==> src/rtl/key_press_classifier.sv <==
// Debounced push-button press classifier: short press, long press and
// auto-repeat pulses derived from key edge-detector pulses.
module key_press_classifier #(
  parameter int unsigned DEBOUNCE_CNT = 1_000_000,
  parameter int unsigned LONG_CNT     = 50_000_000,
  parameter int unsigned REPEAT_CNT   = 10_000_000,
  parameter int unsigned CNT_W        = 26
) (
  input  logic clk,
  input  logic rst_n,
  input  logic edge_pos,
  input  logic edge_neg,
  output logic press_short,
  output logic press_long,
  output logic repeat_pulse,
  output logic key_held
);

  localparam logic [2:0] S_IDLE   = 3'd0;
  localparam logic [2:0] S_PRS_DB = 3'd1;
  localparam logic [2:0] S_HELD   = 3'd2;
  localparam logic [2:0] S_REPEAT = 3'd3;
  localparam logic [2:0] S_REL_DB = 3'd4;

  localparam logic [CNT_W-1:0] DB_LAST   = CNT_W'(DEBOUNCE_CNT - 1);
  localparam logic [CNT_W-1:0] LONG_LAST = CNT_W'(LONG_CNT - 1);
  localparam logic [CNT_W-1:0] REP_LAST  = CNT_W'(REPEAT_CNT - 1);
  localparam logic [CNT_W-1:0] ONE       = CNT_W'(1);

  logic [2:0]       state_q, state_d;
  logic [CNT_W-1:0] db_cnt_q, db_cnt_d;
  logic [CNT_W-1:0] hold_cnt_q, hold_cnt_d;
  logic [CNT_W-1:0] rep_cnt_q, rep_cnt_d;
  logic             key_lvl_q, key_lvl_d;
  logic             long_fired_q, long_fired_d;
  logic             press_short_q, press_short_d;
  logic             press_long_q, press_long_d;
  logic             repeat_pulse_q, repeat_pulse_d;
  logic             key_held_q, key_held_d;
  logic             edge_ev;

  assign edge_ev = edge_pos | edge_neg;

  always_comb begin
    key_lvl_d = key_lvl_q;
    if (edge_neg && !edge_pos) key_lvl_d = 1'b0;
    if (edge_pos && !edge_neg) key_lvl_d = 1'b1;
  end

  always_comb begin
    state_d        = state_q;
    db_cnt_d       = db_cnt_q;
    hold_cnt_d     = hold_cnt_q;
    rep_cnt_d      = rep_cnt_q;
    long_fired_d   = long_fired_q;
    press_short_d  = 1'b0;
    press_long_d   = 1'b0;
    repeat_pulse_d = 1'b0;
    unique case (state_q)
      S_IDLE: begin
        if (edge_neg) begin
          state_d  = S_PRS_DB;
          db_cnt_d = '0;
        end
      end
      S_PRS_DB: begin
        if (edge_ev) begin
          db_cnt_d = '0;
        end else if (db_cnt_q == DB_LAST) begin
          db_cnt_d = '0;
          if (!key_lvl_q) begin
            state_d      = S_HELD;
            hold_cnt_d   = '0;
            long_fired_d = 1'b0;
          end else begin
            state_d = S_IDLE;
          end
        end else begin
          db_cnt_d = db_cnt_q + ONE;
        end
      end
      S_HELD: begin
        // release beats a coinciding long-press terminal count
        if (edge_pos) begin
          state_d  = S_REL_DB;
          db_cnt_d = '0;
        end else if (hold_cnt_q == LONG_LAST) begin
          state_d      = S_REPEAT;
          hold_cnt_d   = '0;
          rep_cnt_d    = '0;
          long_fired_d = 1'b1;
          press_long_d = 1'b1;
        end else begin
          hold_cnt_d = hold_cnt_q + ONE;
        end
      end
      S_REPEAT: begin
        if (edge_pos) begin
          state_d  = S_REL_DB;
          db_cnt_d = '0;
        end else if (rep_cnt_q == REP_LAST) begin
          rep_cnt_d      = '0;
          repeat_pulse_d = 1'b1;
        end else begin
          rep_cnt_d = rep_cnt_q + ONE;
        end
      end
      S_REL_DB: begin
        if (edge_ev) begin
          db_cnt_d = '0;
        end else if (db_cnt_q == DB_LAST) begin
          db_cnt_d = '0;
          if (key_lvl_q) begin
            state_d       = S_IDLE;
            press_short_d = !long_fired_q;
          end else begin
            // bounce: resume with the frozen hold/repeat count
            state_d = long_fired_q ? S_REPEAT : S_HELD;
          end
        end else begin
          db_cnt_d = db_cnt_q + ONE;
        end
      end
      default: begin
        state_d = S_IDLE;
      end
    endcase
    key_held_d = (state_d == S_HELD) || (state_d == S_REPEAT) ||
                 (state_d == S_REL_DB);
  end

  always_ff @(posedge clk or negedge rst_n) begin
    if (!rst_n) begin
      state_q        <= S_IDLE;
      db_cnt_q       <= '0;
      hold_cnt_q     <= '0;
      rep_cnt_q      <= '0;
      key_lvl_q      <= 1'b1;
      long_fired_q   <= 1'b0;
      press_short_q  <= 1'b0;
      press_long_q   <= 1'b0;
      repeat_pulse_q <= 1'b0;
      key_held_q     <= 1'b0;
    end else begin
      state_q        <= state_d;
      db_cnt_q       <= db_cnt_d;
      hold_cnt_q     <= hold_cnt_d;
      rep_cnt_q      <= rep_cnt_d;
      key_lvl_q      <= key_lvl_d;
      long_fired_q   <= long_fired_d;
      press_short_q  <= press_short_d;
      press_long_q   <= press_long_d;
      repeat_pulse_q <= repeat_pulse_d;
      key_held_q     <= key_held_d;
    end
  end

  assign press_short  = press_short_q;
  assign press_long   = press_long_q;
  assign repeat_pulse = repeat_pulse_q;
  assign key_held     = key_held_q;

endmodule

==> config.mk <==
export PLATFORM = sky130hd
export DESIGN_NAME = key_press_classifier
export DESIGN_NICKNAME = d
export VERILOG_FILES = /design/src/rtl/key_press_classifier.sv
export SDC_FILE = /design/constraint.sdc
export NUM_CORES = 1
export LEC_CHECK = 0
export ABC_AREA = 0
export CORE_MARGIN = 3
export CORE_UTILIZATION = 59
export DETAILED_ROUTE_END_ITERATION = 16
export PLACE_DENSITY_LB_ADDON = 0.15
export RECOVER_POWER = 100
export SYNTH_ARGS = -nofsm -noshare
export SYNTH_HDL_FRONTEND = slang
export SYNTH_SLANG_ARGS = --single-unit
export TNS_END_PERCENT = 50
==> constraint.sdc <==
create_clock -name clk -period 4.5 [get_ports clk]
set_clock_uncertainty 0.1 [all_clocks]
set_input_delay 0.9 -clock clk [delete_from_list [all_inputs] [get_ports clk]]
set_output_delay 0.9 -clock clk [all_outputs]
set_load 0.05 [all_outputs]
# Yosys cells after proc, flatten, opt, wreduce, memory -nomap -nowiden
# Cells that the tools add are included.
# word_totals
output_inout_bits,4
word_cells,96
register_bits,87
# classes
n_bitwise,1
addsub,3
n_mux,46
n_eq_ne,18
reduce_logical,18
# ops
op,n
$mux W26,13
$pmux W26 S2,2
$add A26 B1 Y26 const B,3
$pmux W26 S3,1
$eq A26 B20 Y1 const B,1
$eq A26 B24 Y1 const B,1
$eq A26 B26 Y1 const B,1
$mux W3,8
$mux W1,18
$pmux W3 S5,1
$ne A2 B2 Y1 const B,7
$eq A3 B2 Y1 const B,4
$eq A3 B3 Y1 const B,2
$reduce_and A6 Y1,1
$reduce_bool A2 Y1,3
$reduce_and A5 Y1,1
$mux W2,2
$reduce_and A4 Y1,1
$reduce_or A2 Y1,2
$eq A3 B1 Y1 const B,1
$logic_not A1 Y1,3
$logic_not A3 Y1,1
$reduce_and A3 Y1,1
$reduce_bool A3 Y1,1
5 further kinds,7

# Logic depth before layout (Yosys ltp)
# depth
depth_word,8
depth_mapped,8

# Worst setup path after synthesis
# Ideal clock, no wire load.
# synth_path
kind,input-to-reg
startpoint,input edge_pos
endpoint,register rep_cnt_q[17]
path_buffers,0
setup_time_ns,0.078
t_arrival_ns,2.172
path_slack_ns,2.151
path_stages,5
required_time_ns,4.322
path_cell_list,or3b_4 nor4_4 nand3_1 or3_1 a21oi_1
# synth_via
elab_chain_cells,2
elab_cells_between_ends,3
cone_classes,eq/ne: 2; reduce/logical: 1
# synth_lines
item,line,text
"start, declared",11,"input logic edge_pos,"
$ne A2 B2 Y1 (no source line),-,
$reduce_and A4 Y1 (no source line) *,-,
"end signal, assigned",148,rep_cnt_q <= rep_cnt_d;
"end, declared",33,"logic [CNT_W-1:0] rep_cnt_q, rep_cnt_d;"
# Mark *: on every way between the ends. The rest lies on a longest branch, timed or not.
# A chain may end at the register's enable or synchronous reset.

# Worst setup path in the final report
# layout_path
startpoint,input edge_pos
endpoint,register db_cnt_q[25]
# layout_via
elab_chain_cells,3
elab_cells_between_ends,5
cone_classes,eq/ne: 1; mux: 2; bitwise: 1; reduce/logical: 1
# layout_lines
item,line,text
$or A1 B1 Y1,42,assign edge_ev = edge_pos | edge_neg;
$mux W26,67,if (edge_ev) begin
$pmux W26 S3,59,unique case (state_q)
"end signal, assigned",146,db_cnt_q <= db_cnt_d;
"end, declared",31,"logic [CNT_W-1:0] db_cnt_q, db_cnt_d;"
# Several ways; a longest one is shown, not always the timed one.

==> run metrics <==
status=complete, but fails checks; failing checks=capacitance limit, slew limit; P_sw=363 uW; top_reg_cell synth=dfrtp_1; Top Ports=8; switch share=26.2%; post-synthesis cell count=569; largest area contributor in the netlist=dfrtp_1; Synth Area in Adders=1.22%; via/cell ratio=6.63; 1st-pass router iterations=5; CTS tree=built; total number of vias=4437; CP Class=input pin to flop; Post-synth ARST share=100%; Top delay family on crit path=compound AO/OA/AOI/OAI gates; row count=33; Post-Route Setup TNS=0 ns; number of max-cap violations=2; hold_buf cts=0; max incr delay on CP=0.68 ns; achievable frequency=282 MHz; area grow syn2layout=4.03%; Final Cycle Share=78.7%; Clk pwr share=39.1%; # diodes=0; FF-to-FF setup slack=1.17 ns; worst-margin pin slew=2.12 ns; combinational share of power=3.8%; Hold Vio Cnt, Final=0; flops & latches, synth=87; global-route wire length before repair=19700 um; ANT nets after route=0; vias in the first global route=4108; minimum clock period=3.54 ns; die width=99.2 um; HP Class=flop to flop; Reg-to-Reg Start=rep_cnt_q[0]; RePlAce Congestion=0.902; register area share after synthesis=42.5%; share of layout cells above drive strength 1=6.38%; die area=9830 um^2; Slew Viols, Final=98; simple-gate portion of the synthesized area=30.0%; post_cts resized=0; Worst Path Max Fanout=18; largest family of logic cells by synthesized area=simple AND/OR/NAND/NOR gates; proportion of synthesized area in mux cells=1.81%; CP Cell Sequence=dlygate4sd3_1 > inv_1 > ha_1 > inv_1 > a211o_1 > a21oi_1 > nor2_1 > a21oi_1; Die H=99.2 um; mapped cell area=5120 um^2; syn_area_per_cell=9.00 um^2; most frequent cell after synthesis=dfrtp_1; Post-synth EDFFs=0; CP Launch Type=input pin; Pleak=0.00207 uW; routed len/inst=17.6 um; Post-Synth XOR/XNOR Area=2.39%; top post-synthesis cells by count=dfrtp_1, nand2_1, nand3_1; Core Region=8340 um^2; CP endpoint=db_cnt_q[25]; final net count=568; CTS Buffer Depth=2; Final Util=63.9%; CTS Root Buffer Type=clkbuf_8; CP bufs+invs=3; Post-Syn Nets=578; DP Wirelength=7880 um; largest net degree at the start of global routing=88; RSZ-0062 raised after global routing=false; total congestion overflow=0; Initial Util=61.4%; CP Depth=8; share of the synthesized area in the top cell type=42.0%; worst vdd ir=0.130 mV; CTS H-tree lvls=3; Synth Area in Compound Gates=18.0%; Iter 0 DRT Violations=266; Slew HR=-41.6%; share of power burned in registers=57.1%; IO buf count=7; slowest CP cell=a21oi_1; number of distinct library cells after synthesis=61; # setup viols final=0; crit path from=edge_pos; cell internal pwr=1020 uW; Critical Path End Type=flop; Routed Wire Length=11800 um; clock latency at the later pin of the worst-skew pair=0.36 ns; initial antenna violation count=0; CP required=4.67 ns; Reg clk slew, reported paths=0.10 ns; P per Cell Area=260 nW/um^2; R2R depth=7; CTS buffer count=9; YS warnings=0; DRC Markers=0; crit path DAT=3.71 ns; Area contributors post-synth=dfrtp_1, nand3_1, nand2_1; postcts setup bufs=0; Tot GR Track Use=24.1%; FF-to-FF End=rep_cnt_q[18]; clk sink count=87
## metal layers
metal	up-vias	wire length, um	GRT usage, %
met5	-	0	0
met4	0	82	5.78
met3	8	636	3.86
met2	139	5360	37.0
met1	2158	5680	36.0
li1	2132	-	-
## registers in the layout (all words and copies together) (netlist names)
signal / count
db_cnt_q: 26
hold_cnt_q: 26
rep_cnt_q: 26
state_q: 3
key_held: 1
key_lvl_q: 1
long_fired_q: 1
press_long: 1
press_short: 1
repeat_pulse: 1
## cell type report
| class | count | area [um^2] |
|---|---|---|
| fill | 696 | 3010 |
| multi-input combinational | 434 | 2690 |
| sequential | 87 | 2180 |
| clock buffer | 10 | 138 |
| tap | 105 | 131 |
| timing repair buffer | 10 | 80.1 |
| inverter | 17 | 63.8 |
| clock inverter | 6 | 51.3 |
## how the worst min path moves through the flow
stage | to | slack, ns | cells past startpoint | startpoint
3_3_place_gp | hold_cnt_q[23] | 0.38 | 1 | hold_cnt_q[23]
3_5_place_dp | press_short | 0.39 | 1 | long_fired_q
6_report | press_short | 0.40 | 1 | long_fired_q
2_1_floorplan | press_short | 0.32 | 1 | long_fired_q
4_1_cts | press_short | 0.40 | 1 | long_fired_q
5_1_grt | press_short | 0.41 | 1 | long_fired_q
## per-stage QoR
stage / hold slack [ns] / setup slack, ns / instances / instance area (um^2) / total power [uW]
2_1_floorplan: 0.325 / 2.15 / 569 / 5120 / 838
3_3_place_gp: 0.377 / 1.31 / 653 / 5200 / 860
3_5_place_dp: 0.389 / 1.15 / 653 / 5200 / 862
4_1_cts: 0.402 / 1.52 / 669 / 5390 / 1390
5_1_grt: 0.410 / 0.662 / 669 / 5330 / 1430
6_report: 0.396 / 0.960 / 669 / 5330 / 1390
## worst register-to-register path: cells and delay by family (launching register included)
family / cells / cell delay, ns
fa+ha+maj: 1 / 0.25
simple gates: 2 / 0.40
buf+inv: 1 / 0.62
compound gates: 3 / 1.42
flops: 1 / 0.44
## cells by family after synthesis
kind of cell / Yosys count
adders and majority gates: 5
buffers and inverters: 48
xor gates and xnor gates: 14
and+or+nand+nor: 269
DFF: 87
muxes: 9
AOI/OAI and AO/OA: 137
## placed cells by master, fill, tap and decap left out, drive strengths merged, types with 16 or more instances in the layout
cell type  Yosys  layout
and3          16      16
dfrtp         86      86
inv           17      21
nor3          20      20
nand4         25      25
nand3         44      44
a31oi         30      30
nor2          44      44
a21oi         24      24
o21ai         24      24
nand2         55      55
## power groups by stage
stage	Sequential (uW)	Combinational, uW	Clock (uW)
after global placement	806	54.0	0
final	792	52.8	542
after detailed placement	807	55.6	0
after global routing	793	60.6	573
after CTS	792	56.1	543
after floorplan	804	33.6	0
(Power assumes the default switching activity.)
